## src/rtl/load_wb_queue_if.sv

```systemverilog
// Load writeback queue bus: load-result input group and CDB output slots.
// master drives load results and CDB ready; slave is the queue.
interface load_wb_queue_if #(
  parameter int unsigned NUM_LD_PORTS  = 2,
  parameter int unsigned NUM_CDB_PORTS = 1,
  parameter int unsigned RW            = 4,
  parameter int unsigned DATA_WIDTH    = 32
);
  logic [NUM_LD_PORTS-1:0]                 in_valid;
  logic [NUM_LD_PORTS-1:0][RW-1:0]         in_rob_idx;
  logic [NUM_LD_PORTS-1:0][DATA_WIDTH-1:0] in_data;
  logic                                    in_ready;

  logic [NUM_CDB_PORTS-1:0]                 out_valid;
  logic [NUM_CDB_PORTS-1:0][RW-1:0]         out_rob_idx;
  logic [NUM_CDB_PORTS-1:0][DATA_WIDTH-1:0] out_data;
  logic [NUM_CDB_PORTS-1:0]                 out_ready;

  modport master (
    output in_valid, in_rob_idx, in_data, out_ready,
    input  in_ready, out_valid, out_rob_idx, out_data
  );

  modport slave (
    input  in_valid, in_rob_idx, in_data, out_ready,
    output in_ready, out_valid, out_rob_idx, out_data
  );
endinterface

```

## src/rtl/load_wb_queue.sv

```systemverilog
// Load writeback queue: compacts MMU load results into a circular FIFO and drains them in order to CDB slots.
// Optional same-cycle bypass on an empty queue is enabled by defining LOAD_WB_BYPASS_EN.
module load_wb_queue #(
  parameter int unsigned NUM_LD_PORTS  = 2,
  parameter int unsigned NUM_CDB_PORTS = 1,
  parameter int unsigned QDEPTH        = 8,
  parameter int unsigned ROB_SIZE      = 16,
  parameter int unsigned DATA_WIDTH    = 32
) (
  input  logic                    clk,
  input  logic                    rst,
  input  logic                    flush,
  load_wb_queue_if.slave          bus,
  output logic [$clog2(QDEPTH):0] count,
  output logic                    overflow_err
);
  localparam int unsigned RW   = $clog2(ROB_SIZE);
  localparam int unsigned PW   = $clog2(QDEPTH);
  localparam int unsigned CW   = PW + 1;
  localparam int unsigned NCMP = (NUM_LD_PORTS > NUM_CDB_PORTS) ? NUM_LD_PORTS : NUM_CDB_PORTS;

  typedef struct packed {
    logic [RW-1:0]         rob_idx;
    logic [DATA_WIDTH-1:0] data;
  } entry_t;

  entry_t        r_mem [QDEPTH];
  logic [PW-1:0] r_head;
  logic [PW-1:0] r_tail;
  logic [CW-1:0] r_count;
  logic          r_overflow;

  entry_t        w_cmp [NCMP];
  logic [CW-1:0] w_nvalid;
  logic [CW-1:0] w_enq;
  logic [CW-1:0] w_deq;
  logic [CW-1:0] w_skip;
  logic [CW-1:0] w_pop;
  logic [CW-1:0] w_store;
  logic          w_in_ready;
  logic          w_accept;
  logic          w_ovf;
  logic          w_byp;

  // Pack valid input ports into consecutive slots, lowest port first.
  always_comb begin
    int n;
    n = 0;
    for (int j = 0; j < NCMP; j++) w_cmp[j] = '0;
    for (int p = 0; p < NUM_LD_PORTS; p++) begin
      if (bus.in_valid[p]) begin
        for (int j = 0; j < NCMP; j++) begin
          if (n == j) w_cmp[j] = {bus.in_rob_idx[p], bus.in_data[p]};
        end
        n++;
      end
    end
    w_nvalid = CW'(n);
  end

  // Admission uses the registered count only; a same-cycle dequeue earns no credit.
  assign w_in_ready = (CW'(QDEPTH) - r_count) >= CW'(NUM_LD_PORTS);
  assign w_accept   = w_in_ready && !flush;
  assign w_enq      = w_accept ? w_nvalid : '0;
  assign w_ovf      = !flush && !w_in_ready && (|bus.in_valid);

`ifdef LOAD_WB_BYPASS_EN
  assign w_byp = (r_count == '0) && !flush;
`else
  assign w_byp = 1'b0;
`endif

  // Bypassed entries consumed by the CDB never touch storage.
  assign w_skip  = w_byp ? w_deq : '0;
  assign w_pop   = w_byp ? '0 : w_deq;
  assign w_store = w_enq - w_skip;

  assign bus.in_ready = w_in_ready;
  assign count        = r_count;
  assign overflow_err = r_overflow;

  // Present head+k on slot k; dequeue stops at the first slot not taken.
  always_comb begin
    logic          go;
    logic          vld;
    logic [PW-1:0] idx;
    entry_t        ent;
    go              = 1'b1;
    vld             = 1'b0;
    idx             = '0;
    ent             = '0;
    w_deq           = '0;
    bus.out_valid   = '0;
    bus.out_rob_idx = '0;
    bus.out_data    = '0;
    for (int k = 0; k < NUM_CDB_PORTS; k++) begin
      idx = r_head + PW'(k);
      vld = !flush && (r_count > CW'(k));
      ent = r_mem[idx];
      if (w_byp) begin
        vld = w_enq > CW'(k);
        ent = w_cmp[k];
      end
      if (!vld) ent = '0;
      bus.out_valid[k]   = vld;
      bus.out_rob_idx[k] = ent.rob_idx;
      bus.out_data[k]    = ent.data;
      if (go && vld && bus.out_ready[k]) w_deq = w_deq + CW'(1);
      else                               go    = 1'b0;
    end
  end

  // Storage is not reset; entries are only read below the registered count.
  always_ff @(posedge clk) begin
    if (!rst && !flush) begin
      for (int j = 0; j < NUM_LD_PORTS; j++) begin
        if ((CW'(j) >= w_skip) && (CW'(j) < w_enq))
          r_mem[r_tail + PW'(CW'(j) - w_skip)] <= w_cmp[j];
      end
    end
  end

  always_ff @(posedge clk) begin
    if (rst) begin
      r_head     <= '0;
      r_tail     <= '0;
      r_count    <= '0;
      r_overflow <= 1'b0;
    end else begin
      if (w_ovf) r_overflow <= 1'b1;
      if (flush) begin
        r_head  <= '0;
        r_tail  <= '0;
        r_count <= '0;
      end else begin
        r_head  <= r_head + PW'(w_pop);
        r_tail  <= r_tail + PW'(w_store);
        r_count <= r_count + w_store - w_pop;
      end
    end
  end
endmodule

```

## src/flat_wrapper.sv

```systemverilog
// flat-port wrapper written by rule: the top's interface ports become plain ports
module load_wb_queue_flat 
#(
  parameter int unsigned NUM_LD_PORTS  = 2,
  parameter int unsigned NUM_CDB_PORTS = 1,
  parameter int unsigned QDEPTH        = 8,
  parameter int unsigned ROB_SIZE      = 16,
  parameter int unsigned DATA_WIDTH    = 32
)
  (clk, rst, flush, count, overflow_err, bus_in_valid, bus_in_rob_idx, bus_in_data, bus_out_ready, bus_in_ready, bus_out_valid, bus_out_rob_idx, bus_out_data);
  load_wb_queue_if #(.NUM_LD_PORTS(NUM_LD_PORTS), .NUM_CDB_PORTS(NUM_CDB_PORTS), .RW((4)), .DATA_WIDTH(DATA_WIDTH)) bus_i ();
  input  logic clk;
  input  logic rst;
  input  logic flush;
  output logic [$clog2(QDEPTH):0] count;
  output logic overflow_err;
  input wire logic [$bits(bus_i.in_valid)-1:0] bus_in_valid;
  input wire logic [$bits(bus_i.in_rob_idx)-1:0] bus_in_rob_idx;
  input wire logic [$bits(bus_i.in_data)-1:0] bus_in_data;
  input wire logic [$bits(bus_i.out_ready)-1:0] bus_out_ready;
  output wire logic [$bits(bus_i.in_ready)-1:0] bus_in_ready;
  output wire logic [$bits(bus_i.out_valid)-1:0] bus_out_valid;
  output wire logic [$bits(bus_i.out_rob_idx)-1:0] bus_out_rob_idx;
  output wire logic [$bits(bus_i.out_data)-1:0] bus_out_data;
  assign bus_i.in_valid = bus_in_valid;
  assign bus_i.in_rob_idx = bus_in_rob_idx;
  assign bus_i.in_data = bus_in_data;
  assign bus_i.out_ready = bus_out_ready;
  assign bus_in_ready = bus_i.in_ready;
  assign bus_out_valid = bus_i.out_valid;
  assign bus_out_rob_idx = bus_i.out_rob_idx;
  assign bus_out_data = bus_i.out_data;
  load_wb_queue #(.NUM_LD_PORTS(NUM_LD_PORTS), .NUM_CDB_PORTS(NUM_CDB_PORTS), .QDEPTH(QDEPTH), .ROB_SIZE(ROB_SIZE), .DATA_WIDTH(DATA_WIDTH)) u_core (.clk(clk), .rst(rst), .flush(flush), .bus(bus_i), .count(count), .overflow_err(overflow_err));
endmodule
```

## config.mk

```make
export PLATFORM = sky130hd
export DESIGN_NAME = load_wb_queue_flat
export DESIGN_NICKNAME = d
export VERILOG_FILES = /design/src/rtl/load_wb_queue_if.sv /design/src/rtl/load_wb_queue.sv /design/src/flat_wrapper.sv
export SDC_FILE = /design/constraint.sdc
export NUM_CORES = 1
export LEC_CHECK = 0
export ABC_AREA = 1
export BUFFER_PORTS_ARGS = -buffer_cell sky130_fd_sc_hd__buf_2
export CAP_MARGIN = 20
export CELL_PAD_IN_SITES_DETAIL_PLACEMENT = 0
export CELL_PAD_IN_SITES_GLOBAL_PLACEMENT = 1
export CORE_UTILIZATION = 52
export CTS_BUF_LIST = sky130_fd_sc_hd__clkbuf_8
export CTS_CLUSTER_SIZE = 10
export DETAILED_ROUTE_END_ITERATION = 8
export PLACE_DENSITY_LB_ADDON = 0.15
export SKIP_LAST_GASP = 1
export SYNTH_ARGS = -nofsm -noshare
export SYNTH_HDL_FRONTEND = slang
export SYNTH_SLANG_ARGS = --single-unit
```

## constraint.sdc

```tcl
create_clock -name clk -period 5.2 [get_ports clk]
set_input_delay 0.52 -clock clk [delete_from_list [all_inputs] [get_ports clk]]
set_output_delay 0.52 -clock clk [all_outputs]
set_load 0.005 [all_outputs]
```

==> flow_summary.ini, run 1 <==
[clock_tree]
htreeDepth = 2
cts_resized = 0
cts_sinks = 299
numCtsBuffers = 54
cts_setup_buffers = 0
worstSkewPairLatency_ns = 0.60
hold_buffers = 0
clock-root-buffer = clkbuf_8
clk_path_buf_depth = 3
cts_tree = built
clk_pin_slew_ns = 0.05

[sta]
slew_headroom_pct = 25.89
skew_ns = 0.03192
slew_viol_final = 0
fmax_mhz = 242.6
max_slew.worst_pin.slew_ns = 1.112
rsz0062_at_grt = no
setup_violations = 0
fin_crit_ns = 4.122
setup_tns_ns = 0
hold_viol_final = 0
period_share_pct = 79.27

[synth]
synthArstFlopShare_pct = 0
synth_commonest_cells = nand2_1 (349), nor2_1 (300), nand3_1 (299)
synth-seq-cells = 299
syn_nets = 2257
synth-edff-count = 288
yosys.area.top_type = edfxtp_1
synth_area_leaders = edfxtp_1 (47%), o21bai_1 (12%), nand3_1 (8.2%)
syn_inst = 2163
yosys.cell_count.top_type = nand2_1
syn_area_per_cell_um2 = 8.470
ys.flop_type = edfxtp_1
ys.warnings.count = 0
synth_cell_types = 36
synth_top_area_share_pct = 47.20
netlist_area_um2 = 18320
ys_seq_area_share_pct = 48.41

[place]
port_buffers = 120
place_congestion = 0.7754
dp_hpwl_um = 31480
placed_area_um2 = 18920
place_inst = 2585

[finish]
fillers = 3191
nets = 2280
layout.area.seq_um2 = 8876
layoutNonFillerInstCount = 2677
fin_area_um2 = 19870
multiInputGateArea_um2 = 8150
syn_to_final_growth_pct = 8.455
num_antenna_cells = 0
drive_above_1_share_pct = 11.12

[worst_setup_path]
timing.critical_path.from_type = flop
critPathArrivalTime_ns = 3.60
required_ns = 4.68
cp-end-kind = output port
cpMaxStageDelayCell = buf_4
path_common_cell = o21ai_0
worst-setup-path-type = reg -> out
slowest_delay_ns = 0.93
crit_fanout = 88
path_cells = buf_4 > o21ai_0 > o21ai_1 > o21ai_0 > a31oi_1 > buf_2

[detailed_routing]
finalWirelength_um = 58160
dr.pass1.iters = 5
drc = 0
num_vias = 16220
wl_per_cell_um = 21.72
ant_nets = 0
vias_per_cell = 6.058
drt_iter0_drc = 1959

[die]
floorplan.initialDensity_pct = 52.91
io_pins = 121
die_h_um = 189.7
die_area_um2 = 35990
die_x_um = 189.7
coreArea_um2 = 34630
num_rows = 68

[worst_hold_path]
hold_path_class = in -> reg

[outcome]
status = finished, final reports clean

[job]
drv_cap = 0

[grt]
grt_max_degree = 215
grt_pass1_wl_um = 90470
grt_pass1_vias = 15620
antenna_found_initial = 0
overflow = 0
grt_usage_pct = 32.51

[power_and_ir_drop]
ir_drop_v = 0.0001784
cellLeakagePower_nw = 7.726
power.density_nw_per_um2 = 293.2
==> where the power goes <==
part	switching, mW	total [mW]	internal (mW)
Clock	0.998	2.06	1.07
Sequential	0.0263	2.73	2.71
Combinational	0.698	1.03	0.332
Total	1.72	5.83	4.10
==> cell usage in the layout, fill, tap and decap left out, types with 2 or more instances in the layout <==
| cell type | netlist | routed |
|---|---|---|
| inv_4 | 2 | 2 |
| clkinv_2 | 3 | 4 |
| dfxtp_4 | 0 | 2 |
| clkinv_1 | 3 | 14 |
| bufinv_16 | 0 | 2 |
| inv_1 | 94 | 115 |
| o21ai_1 | 51 | 51 |
| nand2_1 | 349 | 341 |
| xnor2_1 | 3 | 3 |
| buf_4 | 16 | 22 |
| nor2_1 | 300 | 300 |
| fa_1 | 2 | 2 |
| o21ai_0 | 202 | 202 |
| a21oi_1 | 3 | 2 |
| o21bai_1 | 288 | 288 |
| edfxtp_1 | 288 | 288 |
| dfxtp_1 | 11 | 9 |
| clkbuf_8 | 0 | 55 |
| buf_12 | 0 | 5 |
| nand2_2 | 4 | 12 |
| ha_1 | 14 | 14 |
| nand3_1 | 299 | 299 |
| buf_2 | 90 | 120 |
| inv_2 | 6 | 6 |
| nand3_4 | 5 | 5 |
| nor3_1 | 9 | 9 |
| a31oi_1 | 36 | 36 |
==> path summary, 6_finish.rpt <==
| kind | from | to | slack (ns) | cells after the start |
|---|---|---|---|---|
| max | u_core.r_head[0]$_SDFF_PP0_ | bus_out_data[10] | 1.08 | 6 |
| min | rst | u_core.overflow_err$_SDFFE_PP0P_ | 0.29 | 2 |
| max reg2reg | u_core.r_tail[0]$_SDFF_PP0_ | u_core.r_mem[5][18]$_DFFE_PP_ | 1.27 | 7 |
| min reg2reg | u_core.overflow_err$_SDFFE_PP0P_ | u_core.overflow_err$_SDFFE_PP0P_ | 0.49 | 1 |
==> registers in the layout, indices dropped and copies added (netlist names) <==
name,count
u_core.count,4
u_core.overflow_err,1
u_core.r_head,3
u_core.r_mem,288
u_core.r_tail,3
==> metal layers <==
metal | vias to the layer above | global-route usage (%) | part of all wire, % | routed length, um
met4 | 0 | 11.04 | 3.0 | 1746
li1 | 7543 | - | - | -
met3 | 130 | 4.298 | 8.5 | 4917
met2 | 862 | 53.42 | 47 | 27510
met5 | - | 0 | 0 | 0
met1 | 7682 | 44.30 | 41 | 23980
==> metrics by stage <==
stage	setup WS (ns)	util [%]	power, mW	hold slack, ns
3_5_place_dp	1.298	54.63	3.796	0.4763
2_1_floorplan	2.464	-	3.448	0.4814
3_3_place_gp	1.333	54.32	3.762	0.4611
6_report	1.078	57.38	5.826	0.2903
4_1_cts	1.140	57.38	5.824	0.2768
5_1_grt	0.8074	57.38	6.044	0.2822
==> cells by family after synthesis <==
kind of cell               after synthesis  share of synthesized area [%]
and+or+nand+nor                        973                          22.72
AOI/OAI and AO/OA                      581                          20.08
DFF                                    299                          48.41
buffers and inverters                  290                          7.328
adders and majority gates               16                          1.175
xor gates and xnor gates                 4                         0.2937
==> cell type report <==
class                           instances  area share, %
Sequential cell                       299          44.67
Multi-Input combinational cell       1574          41.02
Timing Repair Buffer                  148          4.496
Clock buffer                           55          3.810
Tap cell                              455          2.865
Inverter                              109          2.154
Clock inverter                         37         0.9886
==> worst max-delay path: cells and delay by family (launching register included) <==
family / cells / cell delay, ns
AO/OA/AOI/OAI: 4 / 0.94
buffers and inverters: 2 / 1.12
flip-flops: 1 / 0.86
Note: power is estimated with default switching activity, not from simulation.
==> run 2, diff against run 1 <==
Settings changed: CORE_UTILIZATION 52 to 48.
Clock period 5.2 ns to 3.8 ns, I/O delays scaled along.
==> run 2 against run 1 <==
Cell count rose by 3.0%. Design area rose by 1.7%. Global-route usage fell by 0.76 points. Critical path type unchanged. Largest power group unchanged.
==> flow_summary.ini, run 2 (synthesized netlist as in run 1, its figures left out) <==
[outcome]
status = finished, final reports clean

[finish]
top_register = u_core.r_mem
nets = 2301
largest_reg_flops = 288
fin_area_um2 = 20210
layoutNonFillerInstCount = 2757
final_util_pct = 53.79
layout_commonest_cell = nand2_1
drive_above_1_share_pct = 12.33
fillers = 3599
num_antenna_cells = 0
final_cell_mix = nand2_1 (341), nor2_1 (300), nand3_1 (299)
syn_to_final_growth_pct = 10.33

[grt]
overflow = 0
grt_max_degree = 185
grt_usage_pct = 31.75
grt_pass1_wl_um = 93040
grt_pass1_vias = 15390
antenna_found_initial = 0

[power_and_ir_drop]
pwr-share-clk_pct = 36.9
power.density_nw_per_um2 = 404.2
power_frac_seq_pct = 45.7
p_switching_mw = 2.403
switching_share_pct = 29.41
internal_power_mw = 5.767
combPwrFrac_pct = 17.4
ir_drop_v = 0.0002585
cellLeakagePower_nw = 7.871
fin_total_pwr_mw = 8.170

[die]
coreArea_um2 = 37580
io_pins = 121
num_rows = 71
die_h_um = 197.4
die_x_um = 197.4
floorplan.initialDensity_pct = 48.76
die_area_um2 = 38950

[worst_setup_path]
required_ns = 3.42
cp_top_family = compound AO/OA/AOI/OAI gates
rrSetupSlack_ns = 1.00
path_cells = buf_4 > nor2_1 > nor2_1 > o21ai_0 > o21ai_0 > o21ai_0 > a31oi_1 > buf_2
rr_startpoint = u_core.r_tail[0]$_SDFF_PP0_
cp-end-kind = output port
critPathBufInv = 2
crit_fanout = 40
worst-setup-path-type = reg -> out
path_common_cell = o21ai_0
slowest_delay_ns = 0.64
rr_worst_depth = 7
worst-path-stages = 8
critPathArrivalTime_ns = 2.95
rr_endpoint = u_core.r_mem[3][23]$_DFFE_PP_
cpMaxStageDelayCell = dfxtp_4
timing.critical_path.from_type = flop

[sta]
max_slew.worst_pin.slew_ns = 1.125
hold_viol_final = 0
fin_crit_ns = 3.330
slew_headroom_pct = 24.98
period_share_pct = 87.63
setup_tns_ns = 0
slew_viol_final = 0
rsz0062_at_grt = no
skew_ns = 0.02155
layout_setup_ws_ns = 0.4701
setup_violations = 0
whs_ns = 0.1095
fmax_mhz = 300.3

[detailed_routing]
dr.pass1.iters = 8
finalWirelength_um = 61240
drt_iter0_drc = 1564
vias_per_cell = 5.931
num_vias = 16350
drc = 0
ant_nets = 0
wl_per_cell_um = 22.21

[place]
dp_hpwl_um = 31820
place_congestion = 0.8021
post-place-ws_ns = 0.9898
place_inst = 2662
port_buffers = 120
placed_area_um2 = 19180

[clock_tree]
cts_tree = built
cts_resized = 0
htreeDepth = 2
cts_setup_buffers = 0
cts_sinks = 299
clk_pin_slew_ns = 0.06
clock-root-buffer = clkbuf_8
numCtsBuffers = 54
worstSkewPairLatency_ns = 0.64
hold_buffers = 0
clk_path_buf_depth = 3

[worst_hold_path]
holdCritStartpoint = rst
hold_path_class = in -> reg
hold_end = u_core.overflow_err$_SDFFE_PP0P_
min_path_cells = 2

[job]
drv_cap = 0
run 2: changes by cell type in the layout (fill, tap and decap cells not counted), sizes merged:
cell / change
buf: +21
inv: -6
clkinvlp: +1
clkinv: +6
bufinv: +2
run 2: worst max-delay path by stage:
stage / start / endpoint / slack (ns)
after floorplan: u_core.r_tail[1]$_SDFF_PP0_ / u_core.r_mem[6][0]$_DFFE_PP_ / 1.06
after global placement: bus_in_valid[0] / u_core.r_mem[0][18]$_DFFE_PP_ / 1.09
after detailed placement: bus_in_valid[0] / u_core.r_mem[6][18]$_DFFE_PP_ / 0.99
after CTS: u_core.r_head[0]$_SDFF_PP0_ / bus_out_data[14] / 0.49
after global routing: u_core.r_head[0]$_SDFF_PP0_ / bus_out_data[14] / 0.35
final: u_core.r_head[0]$_SDFF_PP0_ / bus_out_data[0] / 0.47
run 2: layout make-up:
| cell class | instances | area, um2 | area share (%) |
|---|---|---|---|
| clock inverter | 40 | 271.5 | 1.343 |
| sequential | 299 | 8876 | 43.91 |
| multi-input combinational | 1574 | 8150 | 40.32 |
| tap | 511 | 639.4 | 3.163 |
| timing repair buffer | 169 | 1094 | 5.410 |
| clock buffer | 55 | 757.0 | 3.745 |
| inverter | 109 | 425.4 | 2.105 |
run 2: power by group through the flow:
stage	clock [mW]	combinational (mW)	sequential (mW)
2_1_floorplan	0	0.927	3.79
3_3_place_gp	0	1.38	3.80
3_5_place_dp	0	1.41	3.80
4_1_cts	3.06	1.41	3.73
5_1_grt	3.19	1.56	3.74
6_report	3.02	1.42	3.73
run 2: layer usage:
| metal | vias to the layer above | routed length (um) | global-route usage, % |
|---|---|---|---|
| li1 | 7596 | - | - |
| met1 | 7863 | 25460 | 43.42 |
| met2 | 766 | 28980 | 51.67 |
| met3 | 127 | 4998 | 3.859 |
| met4 | 0 | 1803 | 11.83 |
| met5 | - | 0 | 0 |
==> run 3, diff against run 2 <==
Settings changed: CORE_MARGIN set to 1.5.
==> run 3 against run 2 <==
Critical path depth is the same. Hold slack gained 0.017 ns. Global-route usage shrank 0.54 points. Setup slack gained 0.12 ns. Utilization shrank 0.21 points. Flip-flop and latch count is the same. Design area shrank 0.39%. Register-to-register slack lost 0.15 ns. Non-clock buffer count grew 3. Combinational power is essentially flat. Critical path type unchanged. Critical endpoint is now bus_out_data[19].
==> flow_summary.ini, run 3 (synthesized netlist as in run 1, its figures left out) <==
[outcome]
status = finished, final reports clean

[detailed_routing]
dr.pass1.iters = 5
highest_layer = met4
met3WireLength_um = 5078
wl_met1_um = 24840
finalWirelength_um = 61070
wl_met2_um = 29220
ant_nets = 0
drt_iter0_drc = 1608
wl_per_cell_um = 22.18
vias_per_cell = 5.948
drc = 0
num_vias = 16380

[power_and_ir_drop]
power.density_nw_per_um2 = 388.5
ir_drop_v = 0.0002404
fin_total_pwr_mw = 7.822
cellLeakagePower_nw = 7.854

[sta]
fmax_mhz = 311.3
skew_ns = 0.02707
layout_setup_ws_ns = 0.5877
hold_viol_final = 0
period_share_pct = 84.53
max_slew.worst_pin.slew_ns = 0.9889
slew_viol_final = 0
slew_headroom_pct = 33.94
fin_crit_ns = 3.212
whs_ns = 0.1260
rsz0062_at_grt = no
setup_tns_ns = 0
setup_violations = 0

[place]
place_congestion = 0.7909
dp_hpwl_um = 32460
port_buffers = 120
post-place-ws_ns = 0.9116
placed_area_um2 = 19240
place_inst = 2665

[clock_tree]
clk_pin_slew_ns = 0.06
hold_buffers = 0
numCtsBuffers = 53
cts_setup_buffers = 0
cts_sinks = 299
cts_tree = built
htreeDepth = 2
clock-root-buffer = clkbuf_8
worstSkewPairLatency_ns = 0.62
cts_resized = 0
clk_path_buf_depth = 3

[worst_setup_path]
crit_fanout = 43
worst-setup-path-type = reg -> out
cp_top_family = buffers and inverters
path_cells = inv_4 > buf_12 > buf_4 > o21ai_0 > o21ai_1 > o21ai_1 > a31oi_1 > buf_2
cp-end-kind = output port
path_common_cell = o21ai_1
critPathBufInv = 4
critPathArrivalTime_ns = 2.83
timing.critical_path.from_type = flop
required_ns = 3.42
cpMaxStageDelayCell = dfxtp_4
slowest_delay_ns = 0.47

[finish]
nets = 2303
multiInputGateArea_um2 = 8150
num_antenna_cells = 0
final_cell_mix = nand2_1 (341), nor2_1 (300), nand3_1 (299)
fin_area_um2 = 20130
layout.area.seq_um2 = 8876
top_register = u_core.r_mem
syn_to_final_growth_pct = 9.895
largest_reg_flops = 288
drive_above_1_share_pct = 12.04
layout_commonest_cell = nand2_1
fillers = 3435
layoutNonFillerInstCount = 2754
final_util_pct = 53.58

[grt]
overflow = 0
antenna_found_initial = 0
grt_pass1_vias = 15670
grt_pass1_wl_um = 92540
grt_max_degree = 185
grt_usage_pct = 31.21

[die]
die_x_um = 198.4
coreArea_um2 = 37580
die_h_um = 198.4
die_area_um2 = 39350
floorplan.initialDensity_pct = 48.76
io_pins = 121
num_rows = 71

[job]
drv_cap = 0

[worst_hold_path]
hold_path_class = in -> reg
## run 3: cell count changes in the layout (fill, tap and decap cells not counted)
cell / previous run / this run
bufinv_16: 4 / 0
clkbuf_8: 55 / 54
buf_12: 10 / 13
clkinv_1: 14 / 8
clkinvlp_4: 2 / 1
inv_1: 109 / 119
clkinv_2: 10 / 4
inv_6: 0 / 2
## run 3: area by class of cell
cell class                      instances  share of cell area [%]
Clock buffer                           54                   3.691
Inverter                              109                   2.113
Clock inverter                         35                  0.7271
Timing Repair Buffer                  172                   5.730
Multi-Input combinational cell       1574                   40.48
Sequential cell                       299                   44.08
Tap cell                              511                   3.175
## run 3: per-layer routing
metal  GRT usage [%]  up-vias
met3           4.290      133
met5               0        -
met1           41.41     7813
li1                -     7600
met4           11.20        0
met2           52.25      834
## run 3: path summary, 6_finish.rpt
kind                                    startpoint                               end  slack (ns)  depth (start not counted)
setup reg to reg       u_core.r_tail[0]$_SDFF_PP0_      u_core.r_mem[1][7]$_DFFE_PP_        0.85                          8
hold reg to reg   u_core.overflow_err$_SDFFE_PP0P_  u_core.overflow_err$_SDFFE_PP0P_        0.48                          1
setup / recovery       u_core.r_head[0]$_SDFF_PP0_                  bus_out_data[19]        0.59                          8
hold / removal                                 rst  u_core.overflow_err$_SDFFE_PP0P_        0.13                          2
## run 3: report_power, final
part	total [mW]	switching [mW]	internal (mW)
Combinational	1.42	0.959	0.463
Sequential	3.73	0.0315	3.70
Clock	2.67	1.36	1.30
